--- config.mk ---
export PLATFORM = sky130hd
export DESIGN_NAME = cmn_list_alloc_flat
export DESIGN_NICKNAME = d
export VERILOG_FILES = /design/src/rtl/cmn_list_pkg.sv /design/src/rtl/cmn_list_alloc_if.sv /design/src/rtl/cmn_onehot2bin.sv /design/src/rtl/cmn_rr_lead_one.sv /design/src/rtl/cmn_list_alloc.sv /design/src/flat_wrapper.sv
export SDC_FILE = /design/constraint.sdc
export NUM_CORES = 1
export LEC_CHECK = 0
export ABC_AREA = 1
export BUFFER_PORTS_ARGS = -buffer_cell sky130_fd_sc_hd__buf_2
export CAP_MARGIN = 0
export CORE_MARGIN = 2
export CORE_UTILIZATION = 51
export DETAILED_ROUTE_END_ITERATION = 7
export PLACE_DENSITY = 0.83
export SYNTH_ARGS = -nofsm -noshare
export SYNTH_HDL_FRONTEND = slang
export SYNTH_SLANG_ARGS = --single-unit
--- constraint.sdc ---
create_clock -name clk -period 7.85 [get_ports clk]
set_input_delay 1.57 -clock clk [delete_from_list [all_inputs] [get_ports clk]]
set_output_delay 1.57 -clock clk [all_outputs]
set_load 0.01 [all_outputs]
--- src/rtl/cmn_list_pkg.sv ---
// rtl/cmn_list_pkg.sv - shared helpers for the list allocator slice
package cmn_list_pkg;

  localparam int POP_MAX = 256;

  // Callers zero-extend their vector to POP_MAX bits before counting.
  function automatic logic [8:0] popcount(input logic [POP_MAX-1:0] v);
    logic [8:0] n;
    n = '0;
    for (int i = 0; i < POP_MAX; i++) begin
      n = n + 9'(v[i]);
    end
    return n;
  endfunction

endpackage

--- src/rtl/cmn_list_alloc_if.sv ---
// rtl/cmn_list_alloc_if.sv - allocation/release bus of the free-list allocator
interface cmn_list_alloc_if
  import cmn_list_pkg::*;
#(
  parameter int ENTRY_NUM = 16,
  parameter int REQ_NUM   = 4,
  parameter int REL_NUM   = 4
);
  localparam int AWIDTH = $clog2(ENTRY_NUM);
  localparam int CWIDTH = $clog2(ENTRY_NUM + 1);

  logic [REQ_NUM-1:0]                 v_alloc_req;
  logic [REQ_NUM-1:0]                 v_alloc_gnt;
  logic [REQ_NUM-1:0][ENTRY_NUM-1:0]  v_alloc_oh;
  logic [REQ_NUM-1:0][AWIDTH-1:0]     v_alloc_bin;
  logic [REL_NUM-1:0]                 v_rel_vld;
  logic [REL_NUM-1:0][AWIDTH-1:0]     v_rel_bin;
  logic                               flush;
  logic [CWIDTH-1:0]                  free_cnt;
  logic                               none_free;
  logic                               err_dbl_rel;

  modport master (
    output v_alloc_req, v_rel_vld, v_rel_bin, flush,
    input  v_alloc_gnt, v_alloc_oh, v_alloc_bin, free_cnt, none_free, err_dbl_rel
  );

  modport slave (
    input  v_alloc_req, v_rel_vld, v_rel_bin, flush,
    output v_alloc_gnt, v_alloc_oh, v_alloc_bin, free_cnt, none_free, err_dbl_rel
  );

endinterface

--- src/rtl/cmn_onehot2bin.sv ---
// rtl/cmn_onehot2bin.sv - one-hot to binary index encoder (zero for an all-zero input)
module cmn_onehot2bin #(
  parameter int WIDTH  = 16,
  parameter int BWIDTH = $clog2(WIDTH)
) (
  input  logic [WIDTH-1:0]  oh,
  output logic [BWIDTH-1:0] bin
);

  always_comb begin
    bin = '0;
    for (int i = 0; i < WIDTH; i++) begin
      if (oh[i]) bin = bin | BWIDTH'(i);
    end
  end

endmodule

--- src/rtl/cmn_rr_lead_one.sv ---
// rtl/cmn_rr_lead_one.sv - picks the first PICK_NUM set bits in search order from start
module cmn_rr_lead_one
  import cmn_list_pkg::*;
#(
  parameter int WIDTH    = 16,
  parameter int PICK_NUM = 4,
  parameter int AWIDTH   = $clog2(WIDTH)
) (
  input  logic [WIDTH-1:0]                vec,
  input  logic [AWIDTH-1:0]               start,
  output logic [PICK_NUM-1:0][WIDTH-1:0]  pick_oh,
  output logic [PICK_NUM-1:0]             pick_vld
);

  // Rotate so start sits at bit 0, peel lowest set bits, rotate each pick back.
  always_comb begin
    logic [2*WIDTH-1:0] dbl;
    logic [WIDTH-1:0]   rem;
    logic [WIDTH-1:0]   low;
    pick_oh  = '0;
    pick_vld = '0;
    dbl      = {vec, vec} >> start;
    rem      = dbl[WIDTH-1:0];
    for (int i = 0; i < PICK_NUM; i++) begin
      low         = rem & (~rem + 1'b1);
      rem         = rem & ~low;
      dbl         = {low, low} << start;
      pick_oh[i]  = dbl[2*WIDTH-1:WIDTH];
      pick_vld[i] = |low;
    end
  end

endmodule

--- src/rtl/cmn_list_alloc.sv ---
// rtl/cmn_list_alloc.sv - multi-port free-list allocator owning a registered free bitmap
module cmn_list_alloc
  import cmn_list_pkg::*;
#(
  parameter int ENTRY_NUM = 16,
  parameter int REQ_NUM   = 4,
  parameter int REL_NUM   = 4,
  parameter int ROTATE    = 0
) (
  input  logic           clk,
  input  logic           rst,
  cmn_list_alloc_if.slave bus
);
  localparam int AWIDTH = $clog2(ENTRY_NUM);
  localparam int CWIDTH = $clog2(ENTRY_NUM + 1);

  logic [ENTRY_NUM-1:0]               bitmap_q, bitmap_next, gnt_mask, rel_mask;
  logic [AWIDTH-1:0]                  rr_ptr_q, rr_ptr_next, start;
  logic [CWIDTH-1:0]                  free_cnt_q, free_cnt_next;
  logic                               err_q, err_next;
  logic [REQ_NUM-1:0][ENTRY_NUM-1:0]  pick_oh, alloc_oh;
  logic [REQ_NUM-1:0][AWIDTH-1:0]     alloc_bin;
  logic [REQ_NUM-1:0]                 pick_vld, gnt;

  assign start = (ROTATE != 0) ? rr_ptr_q : '0;

  cmn_rr_lead_one #(.WIDTH(ENTRY_NUM), .PICK_NUM(REQ_NUM), .AWIDTH(AWIDTH)) u_pick (
    .vec      (bitmap_q),
    .start    (start),
    .pick_oh  (pick_oh),
    .pick_vld (pick_vld)
  );

  // Grants see only registered state, so releases never reach them combinationally.
  for (genvar g = 0; g < REQ_NUM; g++) begin : g_chan
    assign gnt[g]      = bus.v_alloc_req[g] & pick_vld[g] & ~bus.flush;
    assign alloc_oh[g] = gnt[g] ? pick_oh[g] : '0;
    cmn_onehot2bin #(.WIDTH(ENTRY_NUM), .BWIDTH(AWIDTH)) u_bin (
      .oh  (alloc_oh[g]),
      .bin (alloc_bin[g])
    );
  end

  assign bus.v_alloc_gnt = gnt;
  assign bus.v_alloc_oh  = alloc_oh;
  assign bus.v_alloc_bin = alloc_bin;
  assign bus.free_cnt    = free_cnt_q;
  assign bus.none_free   = (free_cnt_q == '0);
  assign bus.err_dbl_rel = err_q;

  // A release is legal only for an in-range, currently allocated entry named once this cycle.
  always_comb begin
    rel_mask = '0;
    err_next = 1'b0;
    for (int c = 0; c < REL_NUM; c++) begin
      if (bus.v_rel_vld[c]) begin
        if (32'(bus.v_rel_bin[c]) >= ENTRY_NUM) begin
          err_next = 1'b1;
        end else if (bitmap_q[bus.v_rel_bin[c]] || rel_mask[bus.v_rel_bin[c]]) begin
          err_next = 1'b1;
        end else begin
          rel_mask[bus.v_rel_bin[c]] = 1'b1;
        end
      end
    end
  end

  always_comb begin
    gnt_mask    = '0;
    rr_ptr_next = rr_ptr_q;
    for (int i = 0; i < REQ_NUM; i++) begin
      gnt_mask = gnt_mask | alloc_oh[i];
      if (gnt[i] && ROTATE != 0) begin
        rr_ptr_next = (alloc_bin[i] == AWIDTH'(ENTRY_NUM - 1)) ? '0 : alloc_bin[i] + 1'b1;
      end
    end
    bitmap_next   = (bitmap_q & ~gnt_mask) | rel_mask;
    free_cnt_next = free_cnt_q - CWIDTH'(popcount(POP_MAX'(gnt)))
                               + CWIDTH'(popcount(POP_MAX'(rel_mask)));
  end

  always_ff @(posedge clk) begin
    if (rst || bus.flush) begin
      bitmap_q   <= '1;
      rr_ptr_q   <= '0;
      free_cnt_q <= CWIDTH'(ENTRY_NUM);
      err_q      <= 1'b0;
    end else begin
      bitmap_q   <= bitmap_next;
      rr_ptr_q   <= rr_ptr_next;
      free_cnt_q <= free_cnt_next;
      err_q      <= err_next;
    end
  end

endmodule

--- src/flat_wrapper.sv ---
// flat-port wrapper written by rule: the top's interface ports become plain ports
module cmn_list_alloc_flat import cmn_list_pkg::*;
#(
  parameter int ENTRY_NUM = 16,
  parameter int REQ_NUM   = 4,
  parameter int REL_NUM   = 4,
  parameter int ROTATE    = 0
)
  (clk, rst, bus_v_alloc_req, bus_v_rel_vld, bus_v_rel_bin, bus_flush, bus_v_alloc_gnt, bus_v_alloc_oh, bus_v_alloc_bin, bus_free_cnt, bus_none_free, bus_err_dbl_rel);
  cmn_list_alloc_if #(.ENTRY_NUM(ENTRY_NUM), .REQ_NUM(REQ_NUM), .REL_NUM(REL_NUM)) bus_i ();
  input  logic clk;
  input  logic rst;
  input wire logic [$bits(bus_i.v_alloc_req)-1:0] bus_v_alloc_req;
  input wire logic [$bits(bus_i.v_rel_vld)-1:0] bus_v_rel_vld;
  input wire logic [$bits(bus_i.v_rel_bin)-1:0] bus_v_rel_bin;
  input wire logic [$bits(bus_i.flush)-1:0] bus_flush;
  output wire logic [$bits(bus_i.v_alloc_gnt)-1:0] bus_v_alloc_gnt;
  output wire logic [$bits(bus_i.v_alloc_oh)-1:0] bus_v_alloc_oh;
  output wire logic [$bits(bus_i.v_alloc_bin)-1:0] bus_v_alloc_bin;
  output wire logic [$bits(bus_i.free_cnt)-1:0] bus_free_cnt;
  output wire logic [$bits(bus_i.none_free)-1:0] bus_none_free;
  output wire logic [$bits(bus_i.err_dbl_rel)-1:0] bus_err_dbl_rel;
  assign bus_i.v_alloc_req = bus_v_alloc_req;
  assign bus_i.v_rel_vld = bus_v_rel_vld;
  assign bus_i.v_rel_bin = bus_v_rel_bin;
  assign bus_i.flush = bus_flush;
  assign bus_v_alloc_gnt = bus_i.v_alloc_gnt;
  assign bus_v_alloc_oh = bus_i.v_alloc_oh;
  assign bus_v_alloc_bin = bus_i.v_alloc_bin;
  assign bus_free_cnt = bus_i.free_cnt;
  assign bus_none_free = bus_i.none_free;
  assign bus_err_dbl_rel = bus_i.err_dbl_rel;
  cmn_list_alloc #(.ENTRY_NUM(ENTRY_NUM), .REQ_NUM(REQ_NUM), .REL_NUM(REL_NUM), .ROTATE(ROTATE)) u_core (.clk(clk), .rst(rst), .bus(bus_i));
endmodule
; ---- Word level (Yosys, flattened, before mapping)
; Memories as Yosys holds them, arrays and structs flattened.
; Cells that the tools add are included.
[op_classes]
reduce_logical = 14
n_lt_le_gt_ge = 8
addsub = 24
bitwise = 32
muxes = 103
[ops]
columns = operator, n
row1 = $mux 16, 12
row2 = $and 16x16->16, 8
row3 = $mux 4, 32
row4 = $not 16->16, 8
row5 = $or 16x16->16, 7
row6 = $add 5x1->5, 16
row7 = $add 16x1->16 const B, 4
row8 = $reduce_or 16->1, 4
row9 = $mux 3, 16
row10 = $bmux 1 s4, 7
row11 = $mux 1, 24
row12 = $lt 4x5->1 const B, 4
row13 = $demux 1 s4, 4
row14 = $ge 4x1->1 const B, 4
row15 = $mux 2, 8
row16 = $and 1x1->1, 8
row17 = $add 5x5->5, 1
row18 = $logic_not 5->1, 1
row19 = $logic_or 1x1->1, 5
row20 = $sub 5x5->5, 1
row21 = $add 1x1->2, 2
row22 = $logic_and 1x1->1, 4
row23 = $not 1->1, 1
[totals]
romBits = 16
input_bits = 27
elab_cells = 185
n_memories = 1
reg_bits = 22
[memory_table]
columns = name, depth, word_bits, rd, rd_clocked_by_memory_dff, write_ports, line
row1 = (name not given), 16, 1, 1, 0, 0, cmn_list_alloc.sv:59  ; end else if (bitmap_q[bus.v_rel_bin[c]] || rel_mask[bus.v_rel_bin[c]]) begin

; ---- Depth between registers and ports, before layout
; Gate-level depths: netlist (run 1).
[depth]
ltp_word = 37
mapped_depth = 49
ltp_nobuf = 45

; ---- Cells and area by module
; Synthesis (run 1) repeated with hierarchy kept, for this count alone.
[unflattened]
hier_cells = 1934
hier_area_um2 = 9208.8
[modules_own_cells]
columns = mod, n_inst, area_each_um2, seq_area_each_um2, cells_each
row1 = cmn_rr_lead_one, 1, 4560.6, 0.0, 1002
row2 = cmn_list_alloc, 1, 4072.7, 440.4, 784
row3 = cmn_onehot2bin, 4, 143.9, 0.0, 37

; ---- Least setup slack after synthesis (run 1)
; Ideal clock, no wire load.
[synth_timing]
path_kind = input port to flip-flop
from = input bus_v_rel_bin[1]
to = register u_core.free_cnt_q[4] (netlist: u_core.bus.free_cnt[4])
setup_time_ns = 0.131
path_stages = 47
setup_slack_ns = -0.073
arrival_ns = 7.792
path_buffers = 5
path_cell_list = buf_2 -> inv_1 -> nand2_1 -> nand2_1 -> nand2_2 -> nand3_2 -> nor2_1 -> a21oi_1 -> nand2_1 -> nand2_1 -> nand3_1 -> nor2_2 -> buf_6 -> nand3_1 -> nand2_1 -> nand2_1 -> nand2_1 -> nor2_2 -> [11 not listed] -> buf_6 -> buf_12 -> nand3_2 -> nand2_1 -> inv_1 -> fa_1 -> fa_1 -> fa_1 -> fa_1 -> fa_1 -> inv_1 -> ha_1 -> inv_1 -> fa_1 -> o21bai_1 -> a21oi_1 -> xor2_1 -> nand2_1
[synth_via]
elab_chain_cells = 37
[synth_lines]
columns = element, line
row1 = "start, declared", flat_wrapper.sv:15  ; input wire logic [$bits(bus_i.v_rel_bin)-1:0] bus_v_rel_bin;
row2 = $lt 4x5->1 (implied by the code) / $ge 4x1->1 (equally long branches), cmn_list_alloc.sv:62  ; rel_mask[bus.v_rel_bin[c]] = 1'b1;
row3 = $logic_and 1x1->1 (implied by the code), cmn_list_alloc.sv:62
row4 = $mux 1 (implied by the code), cmn_list_alloc.sv:62
row5 = $demux 1 s4, --
row6 = $mux 16 *, cmn_list_alloc.sv:59
row7 = $mux 16 *, cmn_list_alloc.sv:56  ; if (bus.v_rel_vld[c]) begin
row8 = $bmux 1 s4, cmn_list_alloc.sv:59
row9 = $mux 1 (implied by the code), cmn_list_alloc.sv:59
row10 = [9 not listed], --
row11 = $mux 1 (implied by the code), cmn_list_alloc.sv:59
row12 = $logic_or 1x1->1, cmn_list_alloc.sv:59
row13 = $mux 16, cmn_list_alloc.sv:59
row14 = $mux 16 *, cmn_list_alloc.sv:56
row15 = $add 1x1->2, cmn_list_pkg.sv:11  ; n = n + 9'(v[i]);
row16 = $add 5x1->5 (13 in a row), cmn_list_pkg.sv:11
row17 = $add 5x1->5 *, cmn_list_pkg.sv:11
row18 = $add 5x5->5 *, cmn_list_alloc.sv:79  ; + CWIDTH'(popcount(POP_MAX'(rel_mask)));
row19 = "end signal, assigned", cmn_list_alloc.sv:86  ; free_cnt_q <= CWIDTH'(ENTRY_NUM);
row20 = "end signal, assigned", cmn_list_alloc.sv:91  ; free_cnt_q <= free_cnt_next;
row21 = "end, declared", cmn_list_alloc.sv:19  ; logic [CWIDTH-1:0] free_cnt_q, free_cnt_next;
; Mark *: on every way between the ends. The rest lies on a longest branch, timed or not. The select of a mux whose other input is x is not followed.
; A chain may end at the register's enable or synchronous reset.

; ---- Final worst setup path (run 1)
[layout_timing]
from = input bus_v_rel_bin[0]
to = register u_core.free_cnt_q[4] (netlist: u_core.bus.free_cnt[4])
; Same word-level chain as after synthesis.

==> flow_summary.yaml, run 1 <==
critical_path:
  crit_type: "primary input to register"
  crit_slowest_cell: "fa_2"
  cp-end-kind: "register"
  cp-start-kind: "primary input"
  critPathMostFrequentCell: "nand2_1"
  path_buf_inv: 8
  cp.required_ns: 7.98
  rrSetupSlack_ns: 0.42
  max_stage_delay_ns: 0.59
  arrival_ns: 8.46
  path_max_fanout: 7
  reg2reg_to: "u_core.bus.free_cnt[4]$_SDFF_PP1_"
  cp_top_family: "adder cells"
  ff2ff_path_depth: 46
  rr_startpoint: "u_core.bitmap_q[9]$_SDFF_PP1_"
cells_and_area:
  fillCellCount: 863
  final_nets: 1291
  n_antenna_cell: 0
  multi_input_area_sq_mm: 0.004105
  final_common_cell: "inv_1"
  drive_gt1_frac: 0.3409
  seq_area_sq_um: 440.4
  area_delta_synth_final_pct: 39.52
  final_cell_mix: "inv_1 (210), nand2_1 (188), nor2_1 (157)"
floorplan:
  placementRows: 37
  die_w_microns: 105.9
  core_sq_mm: 0.01018
  io_pins: 118
  start_util: 0.5200
  fp.dieArea_sq_mm: 0.01122
  die_h_microns: 105.9
global_route:
  grt_max_degree: 17
  grt_pass1_vias: 6902
  gr-total-overflow: 0
  grt_pass1_wl_microns: 33420
  grt.total_usage: 0.3700
  antenna_found_initial: 0
synthesis:
  ys_types: 39
  synth_cells: 999
  async_flop_share: 0
  ys.flop_type: "dfxtp_1"
  synth-edff-count: 0
  yosysWarnings: 0
  syn-mean-instance-area_sq_um: 5.302
  synth_area_sq_mm: 0.005296
  ys_ff_latch: 22
  yosysSeqAreaShare: 0.08316
clock_tree:
  clockBufferDepth: 2
  cts_tree: "yes"
  clock-sinks: 22
  htreeDepth: 1
  cts_root_buf: "clkbuf_8"
  clkLatencyLatePin_ns: 0.27
  cts_buffers: 3
  hold_buffers: 0
  path_clk_slew_ns: 0.08
power:
  clockPowerShare: 0.095
  total_power_uw: 755.0
  swShare: 0.4525
  seqPwrFrac: 0.174
  ir_drop_v: 0.0002189
  cellPowerDensity_mw_per_mm2: 102.2
  power.leakage_uw: 0.004406
  p_int_uw: 413.4
  p_comb_frac: 0.731
  switchingPower_uw: 341.6
min_path:
  min_path_cells: 3
  min_to: "u_core.bitmap_q[8]$_SDFF_PP1_"
  min_path_type: "register to register"
  hp-start: "u_core.bitmap_q[8]$_SDFF_PP1_"
run_status:
  status: "finished, violations left"
  violations: "setup timing"
drt:
  wire_per_inst_microns: 16.71
  first_pass_iters: 7
  ant_nets: 0
  vias: 7737
  via_per_inst: 5.643
  routed_wl_microns: 22910
  drtIter0Drc: 1189
  route.detailed.drc: 0
sta:
  fin_ws_ns: -0.4782
  fin_tns_setup_ns: -1.539
  skew_ns: 0.005083
  timing.fmax_mhz: 120.1
  min_period_ns: 8.328
  holdWs_ns: 0.6817
  period_share: 1.061
  drv_slew: 0
  slew_headroom: 0.3596
  tightest_slew_ns: 0.9571
  rsz0062_at_grt: "true"
  hold_viol_final: 0
  setup_viol: 4
placement:
  io_buffers: 111
  hpwl_microns: 17530
  gp_congestion: 1.031
job:
  drv_cap: 0
-- worst max path at each step --
stage | from | endpoint | slack (ns) | cells after the start
5_1_grt | bus_v_rel_bin[0] | u_core.bus.free_cnt[4]$_SDFF_PP1_ | -0.86 | 48
6_report | bus_v_rel_bin[0] | u_core.bus.free_cnt[4]$_SDFF_PP1_ | -0.48 | 47
2_1_floorplan | bus_v_rel_bin[1] | u_core.bus.free_cnt[4]$_SDFF_PP1_ | 0.03 | 47
4_1_cts | bus_v_rel_bin[0] | u_core.bus.free_cnt[4]$_SDFF_PP1_ | -0.37 | 48
3_5_place_dp | bus_v_rel_bin[0] | u_core.bus.free_cnt[3]$_SDFF_PP0_ | -0.85 | 48
3_3_place_gp | bus_v_rel_bin[0] | u_core.bus.free_cnt[3]$_SDFF_PP0_ | -0.73 | 48
-- cells by family after synthesis --
family	synth area share
AOI/OAI and AO/OA	0.08953
xor gates and xnor gates	0.004962
other	0.0007080
DFF	0.08316
buffers and inverters	0.2079
and+or+nand+nor	0.5287
adders and majority gates	0.08505
-- power groups by stage --
stage	clock (uW)	sequential, uW	combinational (uW)
finish	72.1	131	552
global route	73.9	132	594
CTS	69.1	131	450
detailed placement	0	133	433
global placement	0	133	414
floorplan	0	135	265
-- synth_stat cells (16+ instances only) --
cell type | instances | area [sq um]
nor2_1 | 167 | 626.9
nand2_1 | 225 | 844.6
nor3_1 | 37 | 185.2
nand4_1 | 27 | 168.9
dfxtp_1 | 22 | 440.4
inv_1 | 216 | 810.8
o21ai_0 | 17 | 85.08
inv_2 | 33 | 123.9
nor2_2 | 16 | 100.1
nand3_1 | 70 | 350.3
o22ai_1 | 23 | 143.9
-- flip-flops by register name, summed over array words and instances (netlist names) --
signal	flops
u_core.bitmap_q	16
u_core.bus.err_dbl_rel	1
u_core.bus.free_cnt	5
-- worst min-delay path, cell delays in order (launching register included) --
cell     delay (ns)
dfxtp_1        0.34
nand4_1        0.09
o21a_1         0.13
nand3_1        0.08
-- stage by stage --
stage	utilization	setup WS [ns]	cell area, sq um	std cells
floorplan	-	0.02676	5330	1004
global placement	0.6623	-0.7271	6745	1341
detailed placement	0.6623	-0.8513	6745	1341
CTS	0.6778	-0.3668	6903	1348
global route	0.7256	-0.8551	7390	1371
finish	0.7256	-0.4782	7390	1371
-- final cells by class --
class,count,area share
clock buffers,3,0.005588
flip-flops and latches,22,0.05960
well taps,136,0.02303
multi-input cells,715,0.5555
inverters,249,0.1278
repair buffers,246,0.2284
-- routing by layer --
| layer | routed length [microns] | GRT usage | vias to the layer above |
|---|---|---|---|
| met5 | 48 | 0.03333 | - |
| met4 | 1002 | 0.09962 | 2 |
| met3 | 2725 | 0.08890 | 137 |
| met2 | 10530 | 0.6134 | 571 |
| met1 | 8596 | 0.4793 | 3455 |
| li1 | - | - | 3572 |
-- timing repair --
| item | in CTS | in global routing |
|---|---|---|
| pin swaps | 13 | 76 |
| setup endpoints to repair | 4 | 5 |
| buffers inserted | 4 | 21 |
| resized for setup | 16 | 87 |
| gates cloned | 0 | 4 |
| endpoints found under the hold margin | 0 | 0 |
Power figures use the tool's default switching activity.
==> run 2, diff against run 1 <==
--- a/config.mk
+++ b/config.mk
@@ -9,9 +9,9 @@
 export BUFFER_PORTS_ARGS = -buffer_cell sky130_fd_sc_hd__buf_2
 export CAP_MARGIN = 0
 export CORE_MARGIN = 2
-export CORE_UTILIZATION = 51
+export CORE_UTILIZATION = 57
 export DETAILED_ROUTE_END_ITERATION = 7
-export PLACE_DENSITY = 0.83
+export PLACE_DENSITY = 0.87
 export SYNTH_ARGS = -nofsm -noshare
 export SYNTH_HDL_FRONTEND = slang
 export SYNTH_SLANG_ARGS = --single-unit
==> constraint.sdc (replaced) <==
create_clock -name clk -period 9.4 [get_ports clk]
set_input_delay 1.88 -clock clk [delete_from_list [all_inputs] [get_ports clk]]
set_output_delay 1.88 -clock clk [all_outputs]
set_load 0.01 [all_outputs]
==> flow_summary.yaml, run 2 (synthesized netlist as in run 1, its figures left out) <==
run_status:
  status: "complete, no violations"
critical_path:
  cp_top_family: "adder cells"
  crit_type: "primary input to register"
  crit_slowest_cell: "fa_1"
  critPathMostFrequentCell: "nand2_1"
  max_stage_delay_ns: 0.53
  cp.required_ns: 9.54
  cp-end-kind: "register"
  cp-start-kind: "primary input"
  path_max_fanout: 16
  path_buf_inv: 7
  arrival_ns: 9.00
global_route:
  antenna_found_initial: 0
  grt.total_usage: 0.3798
  grt_max_degree: 18
  grt_pass1_vias: 6087
  gr-total-overflow: 0
  grt_pass1_wl_microns: 30350
power:
  ir_drop_v: 0.0001378
  power.leakage_uw: 0.003719
  swShare: 0.4735
  p_comb_frac: 0.630
  clockPowerShare: 0.144
  cellPowerDensity_mw_per_mm2: 81.05
  seqPwrFrac: 0.226
  switchingPower_uw: 229.0
  p_int_uw: 254.7
  total_power_uw: 483.7
drt:
  ant_nets: 0
  vias: 6885
  routed_wl_microns: 19410
  drtIter0Drc: 798
  via_per_inst: 5.648
  first_pass_iters: 6
  route.detailed.drc: 0
  wire_per_inst_microns: 15.92
sta:
  timing.fmax_mhz: 112.9
  tightest_slew_ns: 0.8832
  holdWs_ns: 0.6585
  min_period_ns: 8.860
  period_share: 0.9425
  setup_viol: 0
  skew_ns: 0.002759
  drv_slew: 0
  hold_viol_final: 0
  rsz0062_at_grt: "false"
  fin_tns_setup_ns: 0
  slew_headroom: 0.4058
  fin_ws_ns: 0.5401
min_path:
  min_path_type: "register to register"
cells_and_area:
  fillCellCount: 937
  fin_cells: 1219
  final_nets: 1163
  drive_gt1_frac: 0.1958
  final_common_cell: "nand2_1"
  final_cell_mix: "nand2_1 (224), inv_1 (216), nor2_1 (167)"
  regMostFlops: "u_core.bitmap_q"
  n_antenna_cell: 0
  largest_register_ffs: 16
  area_delta_synth_final_pct: 12.69
floorplan:
  core_sq_mm: 0.009109
  die_h_microns: 100.4
  placementRows: 35
  fp.dieArea_sq_mm: 0.01008
  io_pins: 118
  die_w_microns: 100.4
  start_util: 0.5815
clock_tree:
  cts_root_buf: "clkbuf_8"
  htreeDepth: 1
  clock-sinks: 22
  cts_tree: "yes"
  clkLatencyLatePin_ns: 0.27
  cts_buffers: 3
  clockBufferDepth: 2
  path_clk_slew_ns: 0.08
placement:
  io_buffers: 111
  post-place-ws_ns: 0.2307
  hpwl_microns: 16120
  dpl.cell_count: 1209
  gp_congestion: 1.108
job:
  drv_cap: 0
## run 2: cell types whose count changed in the layout (fill, tap and decap cells not counted), sizes merged
| cell | previous run | this run |
|---|---|---|
| buf | 244 | 117 |
| clkbuf | 5 | 4 |
| nor2 | 199 | 200 |
## run 2: power groups by stage
| stage | Sequential (uW) | Clock (uW) | Combinational, uW |
|---|---|---|---|
| 2_1_floorplan | 112 | 0 | 219 |
| 3_3_place_gp | 111 | 0 | 284 |
| 3_5_place_dp | 111 | 0 | 298 |
| 4_1_cts | 109 | 69.0 | 299 |
| 5_1_grt | 110 | 73.8 | 347 |
| 6_report | 109 | 69.5 | 305 |
## run 2: tightest hold or removal path, stage by stage, from the launching register on
cell and delay [ns]:
dfxtp_1 0.33, nand4_1 0.09, o21a_1 0.12, nand3_1 0.07
## run 2: timing repair
| item | in CTS | in global routing |
|---|---|---|
| endpoints found under the setup margin | 0 | 1 |
| buffers inserted | 0 | 4 |
| hold buffers | 0 | 0 |
| resized for setup | 0 | 3 |
## run 2: layout make-up
type | instances | area (sq um) | share of cell area
inverters | 249 | 934.6 | 0.1566
well taps | 111 | 138.9 | 0.02327
multi-input cells | 716 | 3799 | 0.6365
clock buffers | 4 | 55.05 | 0.009224
repair buffers | 117 | 600.6 | 0.1006
flip-flops and latches | 22 | 440.4 | 0.07379
## run 2: layer usage
| layer | global-route usage | wire [microns] | share of wire |
|---|---|---|---|
| met1 | 0.5316 | 7744 | 0.40 |
| met2 | 0.5896 | 8527 | 0.44 |
| met3 | 0.07591 | 2527 | 0.13 |
| met4 | 0.1170 | 612 | 0.032 |
| met5 | 0 | 0 | 0 |
## run 2: per-stage QoR
stage	utilization	area, sq um
6_report	0.6552	5968
5_1_grt	0.6552	5968
4_1_cts	0.6492	5913
3_5_place_dp	0.6431	5858
3_3_place_gp	0.6431	5858
2_1_floorplan	-	5315
## run 2: final timing paths
kind	startpoint	to	slack [ns]	cells after the start
worst max register to register	u_core.bitmap_q[9]$_SDFF_PP1_	u_core.bus.free_cnt[4]$_SDFF_PP1_	1.91	44
worst min-delay path	u_core.bitmap_q[8]$_SDFF_PP1_	u_core.bitmap_q[8]$_SDFF_PP1_	0.66	3
worst max-delay path	bus_v_rel_bin[0]	u_core.bus.free_cnt[4]$_SDFF_PP1_	0.54	46
worst min register to register	u_core.bitmap_q[8]$_SDFF_PP1_	u_core.bitmap_q[8]$_SDFF_PP1_	0.66	3
